**src/rtl/uart_baudgen_frac.sv**
```systemverilog
// Fractional-N UART baud generator: a phase accumulator produces the oversample strobe,
// and an oversample counter derives the bit strobe and the clkUtx square wave.
module uart_baudgen_frac #(
  parameter int unsigned ACC_W   = 16,
  parameter int unsigned OVS     = 16,
  parameter int unsigned INC_RST = 12080
) (
  input  logic             clk10mhz,
  input  logic             rst_n,
  input  logic             en,
  input  logic             restart,
  input  logic [ACC_W-1:0] inc,
  input  logic             inc_ld,
  output logic             ovs_tick,
  output logic             tx_tick,
  output logic             clkUtx,
  output logic             inc_pend
);

  localparam int unsigned     CntW    = (OVS > 1) ? $clog2(OVS) : 1;
  localparam logic [CntW-1:0] CntMax  = CntW'(OVS - 1);
  localparam logic [CntW-1:0] CntHalf = CntW'(OVS / 2);
  localparam logic [ACC_W-1:0] IncRst = ACC_W'(INC_RST);

  logic [ACC_W-1:0] acc;
  logic [ACC_W-1:0] inc_q;
  logic [ACC_W-1:0] inc_nxt;
  logic [CntW-1:0]  ovs_cnt;

  logic [ACC_W:0]   sum;
  logic [CntW-1:0]  cnt_nxt;
  logic             carry;
  logic             wrap;
  logic             apply;

  always_comb begin
    sum     = {1'b0, acc} + {1'b0, inc_q};
    carry   = en & ~restart & sum[ACC_W];
    wrap    = carry & (ovs_cnt == CntMax);
    cnt_nxt = ovs_cnt;
    if (carry) begin
      cnt_nxt = wrap ? '0 : ovs_cnt + CntW'(1);
    end
    // A pending rate change lands only on a bit boundary or a phase realign.
    apply   = inc_pend & (restart | wrap);
  end

  always_ff @(posedge clk10mhz or negedge rst_n) begin
    if (!rst_n) begin
      acc      <= '0;
      inc_q    <= IncRst;
      inc_nxt  <= '0;
      ovs_cnt  <= '0;
      inc_pend <= 1'b0;
      ovs_tick <= 1'b0;
      tx_tick  <= 1'b0;
      clkUtx   <= 1'b0;
    end else begin
      if (restart) begin
        acc      <= '0;
        ovs_cnt  <= '0;
        clkUtx   <= 1'b0;
        ovs_tick <= 1'b0;
        tx_tick  <= 1'b0;
      end else if (en) begin
        acc      <= sum[ACC_W-1:0];
        ovs_cnt  <= cnt_nxt;
        ovs_tick <= carry;
        tx_tick  <= wrap;
        clkUtx   <= (cnt_nxt >= CntHalf);
      end else begin
        ovs_tick <= 1'b0;
        tx_tick  <= 1'b0;
      end

      // A load arriving on the applying boundary wins over the older pending value.
      if (apply) begin
        inc_q    <= inc_ld ? inc : inc_nxt;
        inc_pend <= 1'b0;
      end else if (inc_ld) begin
        if (en) begin
          inc_nxt  <= inc;
          inc_pend <= 1'b1;
        end else begin
          inc_q <= inc;
        end
      end
    end
  end

endmodule

```
**config.mk**
```make
export PLATFORM = sky130hd
export DESIGN_NAME = uart_baudgen_frac
export DESIGN_NICKNAME = d
export VERILOG_FILES = /design/src/rtl/uart_baudgen_frac.sv
export SDC_FILE = /design/constraint.sdc
export NUM_CORES = 1
export LEC_CHECK = 0
export CORE_MARGIN = 3
export CORE_UTILIZATION = 60
export CTS_CLUSTER_SIZE = 40
export DETAILED_ROUTE_END_ITERATION = 8
export PLACE_DENSITY = 0.82
export SYNTH_ARGS = -nofsm -noshare
export SYNTH_HDL_FRONTEND = slang
export SYNTH_SLANG_ARGS = --single-unit
```
**constraint.sdc**
```tcl
create_clock -name clk10mhz -period 8.5 [get_ports clk10mhz]
set_clock_uncertainty 0.15 [all_clocks]
set_input_delay 2.125 -clock clk10mhz [delete_from_list [all_inputs] [get_ports clk10mhz]]
set_output_delay 2.125 -clock clk10mhz [all_outputs]
set_load 0.1 [all_outputs]
```
==> impl_metrics.py <==
metrics = {
    "run": {
        "maxCapViolCount": 0,
    },
    "sta": {
        "slew_headroom_pct": 22.42,
        "hold_viol_final": 0,
        "fin_setup_tns_ps": 0,
        "hold_ws_ps": 345.7,
        "rsz0062_at_grt": "false",
        "slew_viol_final": 0,
        "worst_slew_pin_slew_ps": 1163,
        "period_share_pct": 56.63,
        "setup_viol": 0,
        "fmax_ghz": 0.2077,
        "min_period_ps": 4814,
        "fin_ws_ps": 3686,
    },
    "pwr": {
        "ir_worst_vdd_uv": 154.2,
        "internal_power_w": 0.0005951,
        "switchingPower_w": 0.0003334,
        "p_seq_share_pct": 39.9,
        "combPwrFrac_pct": 41.6,
        "p_clk_share_pct": 18.5,
        "power_density_mw_per_mm2": 255.1,
        "switching_share_pct": 35.91,
        "p_leak_nw": 1.619,
    },
    "worst_setup_path": {
        "crit_path_max_fanout": 26,
        "worstSetupPathType": "input pin to register",
        "cp_data_arrival_time_ps": 4910,
        "r2r_cells": 11,
        "startpoint_type": "input pin",
        "ff2ff_setup_slack_ps": 5000,
        "required_ps": 8600,
        "cp-end-kind": "register",
        "crit_path_end": "acc[15]",
        "rr_endpoint": "inc_nxt[5]",
        "cp-startpoint": "en",
        "r2r_start": "inc_q[0]",
    },
    "clock_tree": {
        "ctsHoldBuffers": 0,
        "clk_latency_ps": 310,
        "cts-resized-gates": 0,
        "cts_tree": "built",
        "post_cts_buffers": 0,
        "cts_sinks": 56,
        "root_buffer": "clkbuf_8",
        "clockBufferDepth": 2,
        "numCtsBuffers": 5,
        "path_clk_slew_ps": 90,
        "htree_num_levels": 2,
    },
    "floorplanning": {
        "die-area_sq_mm": 0.006405,
        "die-width_microns": 80.03,
        "num_rows": 26,
        "core_sq_mm": 0.005205,
        "ios": 25,
        "start_util_pct": 63.17,
        "die_h_microns": 80.03,
    },
    "synthesis": {
        "synth_top_area_cell": "dfrtp_1",
        "synth_area_sq_mm": 0.003288,
        "ys_warn_count": 0,
        "synth-seq-cells": 56,
        "synth_cells": 315,
        "yosysSeqAreaShare_pct": 42.88,
        "async_flop_share_pct": 100.0,
        "synth_nets": 354,
        "synth_area_per_cell_sq_um": 10.44,
        "synth-edff-count": 0,
        "yosysUniqueCellTypes": 52,
        "ys.flop_type": "dfrtp_1",
        "netlist_top_cells_area": "dfrtp_1 (37%), nor3_1 (7.6%), ha_1 (6.5%), dfstp_2 (5.6%), mux2_4 (4.1%)",
        "netlist.area_leader.share_pct": 37.29,
    },
    "route": {
        "vias": 2513,
        "vias_per_cell": 6.251,
        "firstDrtPassIters": 4,
        "ant_nets": 0,
        "wire_per_inst_microns": 16.65,
        "wl_mm": 6.692,
        "drc": 0,
        "drtIter0Drc": 160,
    },
    "place": {
        "portBuffers": 24,
        "place_congestion": 0.8619,
        "dp_slack_ps": 3377,
        "dp_hpwl_mm": 4.686,
    },
    "global_routing": {
        "grt_max_degree": 57,
        "grt-ovfl-total": 0,
        "grt_pass1_vias": 2464,
        "use_met2_pct": 37.09,
        "met1_usage_pct": 31.77,
        "top_usage_layer": "met2",
        "grt_use_total_pct": 22.92,
        "grt_util_met3_pct": 4.515,
        "antenna_found_initial": 0,
        "grt_pass1_wl_mm": 11.60,
    },
    "cells_and_area": {
        "drive_gt1_share_pct": 13.86,
        "most-common-layout-cells": "nor3_1 (50), dfrtp_1 (49), clkdlybuf4s50_1 (23)",
        "nets": 370,
        "antennaDiodeCount": 0,
        "final_common_cell": "nor3_1",
        "area_growth_pct": 10.69,
    },
    "hold_path": {
        "min_path_type": "register to register",
    },
    "outcome": {
        "run_status": "completed",
    },
}
cell type report:
cell class | instances | area (sq um)
fillers | 405 | 1565
inverters | 6 | 22.52
clock buffers | 6 | 72.57
well taps | 70 | 87.58
multi-input cells | 236 | 1762
clock inverters | 2 | 35.03
repair buffers | 26 | 250.2
flip-flops and latches | 56 | 1410
synthesized netlist by cell type, types with 2 or more instances:
cell type  instances
and4_1             2
o21a_1             5
o32ai_1           15
buf_1              2
nand2_1            7
mux2_2             7
clkbuf_1           9
xor2_1             4
mux2i_1            9
a21oi_2            4
nor2_1            22
a211oi_1           5
a21o_1            10
dfrtp_1           49
nand3_1            5
buf_4              2
and3_1             2
mux2_4             9
ha_1              17
buf_2              2
a22o_1             4
or3_1              4
and2_1             2
a21oi_1           13
xnor2_1            7
o21ai_0           10
dfstp_2            7
nor3_1            50
inv_1              5
nor2b_1            3
a31oi_1            2
metal layers:
layer	wire [microns]	share of wire, %
met5	0	0
met4	66	0.99
met3	234	3.5
met2	3145	47
met1	3245	48
metrics by stage:
| step | cells | power, W | cell area (sq um) | util (%) |
|---|---|---|---|---|
| finish | 402 | 0.0009285 | 3640 | 69.93 |
| global route | 402 | 0.0009924 | 3640 | 69.93 |
| CTS | 402 | 0.0009300 | 3640 | 69.93 |
| detailed placement | 394 | 0.0007576 | 3532 | 67.86 |
| global placement | 394 | 0.0007424 | 3532 | 67.86 |
| floorplan | 315 | 0.0006712 | 3288 | - |
state kept, by name, summed over array words and instances, names as in the netlist:
name and flops:
inc_pend 1, tx_tick 1, inc_q 16, acc 16
inc_nxt 16, ovs_cnt 4, ovs_tick 1, clkUtx 1
critical path, stage by stage:
cell and delay, ps:
clkdlybuf4s50_1 1060, clkinv_1 890, or3_1 600, mux2i_1 130, a21o_1 90
power by group through the flow:
stage               Sequential (W)  Clock [W]  Combinational [W]
finish                    0.000370   0.000172           0.000387
CTS                       0.000370   0.000173           0.000387
detailed placement        0.000375          0           0.000383
global route              0.000376   0.000184           0.000432
global placement          0.000372          0           0.000370
floorplan                 0.000370          0           0.000302
how the worst min path moves through the flow:
stage	startpoint	end	slack (ps)	cells after the start
floorplan	acc[15]	acc[15]	310	1
global placement	acc[15]	acc[15]	320	1
detailed placement	acc[15]	acc[15]	330	1
CTS	acc[15]	acc[15]	350	1
global route	acc[15]	acc[15]	360	1
finish	acc[15]	acc[15]	350	1
cells by family (layout without fill, tap and decap cells):
group / count (synthesis) / after routing / synth area share [%]
mux: 25 / 25 / 9.247
fa+ha+maj: 18 / 18 / 7.078
xor+xnor: 11 / 11 / 2.930
flops: 56 / 56 / 42.88
compound gates: 77 / 77 / 17.85
buf+inv: 23 / 40 / 3.653
simple gates: 105 / 105 / 16.36
No activity file was read; power rests on OpenSTA's default activity.
==> edit 1: new RTL, same flow settings <==
Register the output `ovs_tick` once more, without a reset; this adds one clock of latency there. The other outputs are not delayed to match.
--- a/src/rtl/uart_baudgen_frac.sv
+++ b/src/rtl/uart_baudgen_frac.sv
@@ -21,6 +21,8 @@
   localparam logic [CntW-1:0] CntMax  = CntW'(OVS - 1);
   localparam logic [CntW-1:0] CntHalf = CntW'(OVS / 2);
   localparam logic [ACC_W-1:0] IncRst = ACC_W'(INC_RST);
+
+  logic ovs_tick_s0;
 
   logic [ACC_W-1:0] acc;
   logic [ACC_W-1:0] inc_q;
@@ -52,7 +54,7 @@
       inc_nxt  <= '0;
       ovs_cnt  <= '0;
       inc_pend <= 1'b0;
-      ovs_tick <= 1'b0;
+      ovs_tick_s0 <= 1'b0;
       tx_tick  <= 1'b0;
       clkUtx   <= 1'b0;
     end else begin
@@ -60,16 +62,16 @@
         acc      <= '0;
         ovs_cnt  <= '0;
         clkUtx   <= 1'b0;
-        ovs_tick <= 1'b0;
+        ovs_tick_s0 <= 1'b0;
         tx_tick  <= 1'b0;
       end else if (en) begin
         acc      <= sum[ACC_W-1:0];
         ovs_cnt  <= cnt_nxt;
-        ovs_tick <= carry;
+        ovs_tick_s0 <= carry;
         tx_tick  <= wrap;
         clkUtx   <= (cnt_nxt >= CntHalf);
       end else begin
-        ovs_tick <= 1'b0;
+        ovs_tick_s0 <= 1'b0;
         tx_tick  <= 1'b0;
       end
 
@@ -88,5 +90,9 @@
     end
   end
 
+  always_ff @(posedge clk10mhz) begin
+    ovs_tick <= ovs_tick_s0;
+  end
+
 endmodule
 
Behaviour: not the same (a bounded check fails within 4 cycles, from zero or initial values and one cycle with rst_n low).
==> edit 1 against the original RTL <==
Area after synthesis is 1.4% higher; die area is 1.3% higher; sequential cell count is 1 higher; critical path depth is 1 higher; total power is 6.4% higher; fmax is 0.45% higher; global-route usage is 1.9 points higher; setup slack better by 0.022 ns; cell area is 2.7% higher; routed wire length is 5.0% higher; largest cell class unchanged.
==> edit 1: results (changes against the original RTL) <==
metric,value,unit,change
seq_area_frac,0.383,,-0.00489
synth-compound-area-share,0.182,,+0.00397
drtIter0Drc,162,,+1.3%
p_leak,1.66,nW,+2.3%
grt_pass1_wl,12300,µm,+5.8%
drive_gt1_frac,0.155,,+0.0169
clk_latency,0.34,ns,+0.03 ns
gp_congestion,0.858,,-0.51%
synthAdderAreaFrac,0.0698,,-0.000956
fillCellCount,387,,-4.4%
nets,375,,+1.4%
synthTopCellsByCount,"dfrtp_1, nor3_1, nor2_1",,
grtUsageTotal,0.248,,+0.0187
hold_path_end,ovs_tick,,
whs,0.194,ns,-0.151 ns
dp_hpwl,4780,µm,+2.1%
synth_seq_cells,57,,+1.8%
ys_seq_area_frac,0.429,,about the same
status,completed,,
clock_area_frac,0.0435,,+0.0139
worst_pin_slew,1.22,ns,+0.0528 ns
yosys-top-cells-area,"dfrtp_1, nor3_1, ha_1",,
synthCells,316,,+0.32%
multi_input_area,1790,µm²,+1.3%
seqCellArea,1430,µm²,+1.4%
r2r_slack,5.02,ns,+0.02 ns
place_area,3580,µm²,+1.2%
finalNonFillerCells,411,,+2.2%
dp_slack,3.38,ns,+0.000600 ns
placed_cells,395,,+0.25%
ir_drop,139,µV,-9.9%
yosys-mux-area-fraction,0.0912,,-0.00125
edit 1: cell types whose count changed after synthesis, sizes merged:
cell / delta
buf: +2
clkbuf: -2
dfxtp: +1
nand2b: +1
or2b: -1
edit 1: worst max-delay path by stage:
stage / from / end / depth (start not counted)
final: en / acc[15] / 6
after global routing: en / acc[15] / 6
after CTS: en / acc[15] / 5
after detailed placement: en / acc[15] / 5
after global placement: en / acc[15] / 5
after floorplan: inc_ld / inc_q[6] / 6
edit 1: layer usage:
layer	wire length (µm)	global-route usage	vias up	share of wire
li1	-	-	1227	-
met1	3110	0.325	1283	0.44
met2	3460	0.406	73	0.49
met3	350	0.0594	13	0.050
met4	108	0.0760	0	0.015
met5	0	0	-	0
edit 1: power groups by stage:
stage          clock (mW)  combinational (mW)  sequential (mW)
3_5_place_dp            0               0.393            0.381
4_1_cts             0.214               0.397            0.378
5_1_grt             0.228               0.441            0.385
2_1_floorplan           0               0.310            0.375
6_report            0.213               0.397            0.378
3_3_place_gp            0               0.379            0.378
==> edit 2: new RTL, config.mk and constraints unchanged <==
Made on the original files. Change the parameter `OVS` from 16 to 32.
--- a/src/rtl/uart_baudgen_frac.sv
+++ b/src/rtl/uart_baudgen_frac.sv
@@ -2,7 +2,7 @@
 // and an oversample counter derives the bit strobe and the clkUtx square wave.
 module uart_baudgen_frac #(
   parameter int unsigned ACC_W   = 16,
-  parameter int unsigned OVS     = 16,
+  parameter int unsigned OVS     = 32,
   parameter int unsigned INC_RST = 12080
 ) (
   input  logic             clk10mhz,
Formal check against the unedited RTL: no difference found for any inputs over 4 cycles, from zero or initial values and one cycle with rst_n low; that may be too few to reach the edited logic, so the function may still have changed.
==> edit 2 against the original RTL <==
Fmax is 11% lower; routed wire length increased by 11%; sequential cell count unchanged; area after synthesis grew 5.0%; total power grew 13%; setup slack got worse by 0.57 ns; global-route usage is 1.8 points higher; cell area rose by 3.7%; critical path type unchanged; critical endpoint is now inc_nxt[2].
==> edit 2: results (changes against the original RTL) <==
metric,value,unit,change
drt_wl_total,7410,µm,+11%
grt_use_met2,0.410,,+0.0387
place_area,3690,µm²,+4.4%
synth.distinct_cells,57,,+9.6%
r2r-end,inc_nxt[2],,
ys_seq_area_frac,0.408,,-0.0205
grtUsageTotal,0.248,,+0.0183
ir_drop,142,µV,-7.7%
hold_path_end,inc_nxt[5],,
crit_arrival,5.44,ns,+0.53 ns
syn_area_per_cell,11.0,µm²,+5.0%
wl_met3,310,µm,+32%
status,completed,,
hp-start,inc_nxt[5],,
worst_pin_slew,1.06,ns,-0.104 ns
grt_pass1_vias,2566,,+4.1%
drive_gt1_frac,0.244,,+0.105
r2r_slack,4.68,ns,-0.32 ns
synthTopCellsByCount,"dfrtp_1, nand2_1, nor2_1",,
power_frac_comb,0.469,,+0.053
via_count,2517,,+0.16%
wl_met2,3540,µm,+13%
dp_hpwl,5210,µm,+11%
p_leak,1.67,nW,+3.2%
clock_path_buffers,2,,unchanged
fillCellCount,424,,+4.7%
cts_setup_buffers,0,,unchanged
drt-met1-wl,3460,µm,+6.7%
netSwitchingFraction,0.386,,+0.0266
dp_slack,2.82,ns,-0.558 ns
powerDensity,277,nW/µm²,+8.7%
grt_pass1_wl,12500,µm,+7.5%
whs,0.362,ns,+0.0166 ns
grt_util_met1,0.328,,+0.0104
power_switching,0.404,mW,+21%
gp_congestion,0.870,,+0.90%
==> edit 2: cell families (layout without fill, tap and decap cells) <==
logic type,after synthesis,after routing,share of synthesized area
compound gates,79,79,0.188
xor+xnor,8,8,0.0203
fa+ha+maj,19,19,0.0710
buf+inv,27,44,0.0409
flops,56,56,0.408
mux,36,36,0.135
simple gates,90,90,0.136
==> edit 2: layout make-up <==
type	instances	area share
multi-input combinational	232	0.504
sequential	56	0.373
timing repair buffer	26	0.0663
tap	70	0.0232
clock buffer	6	0.0192
inverter	10	0.00994
clock inverter	2	0.00431
==> edit 2: critical path: stages <==
cell             delay [ns]
clkdlybuf4s50_1        1.07
inv_1                  0.27
nand2_1                0.22
o31a_1                 0.55
or2_1                  0.77
mux2_2                 0.42
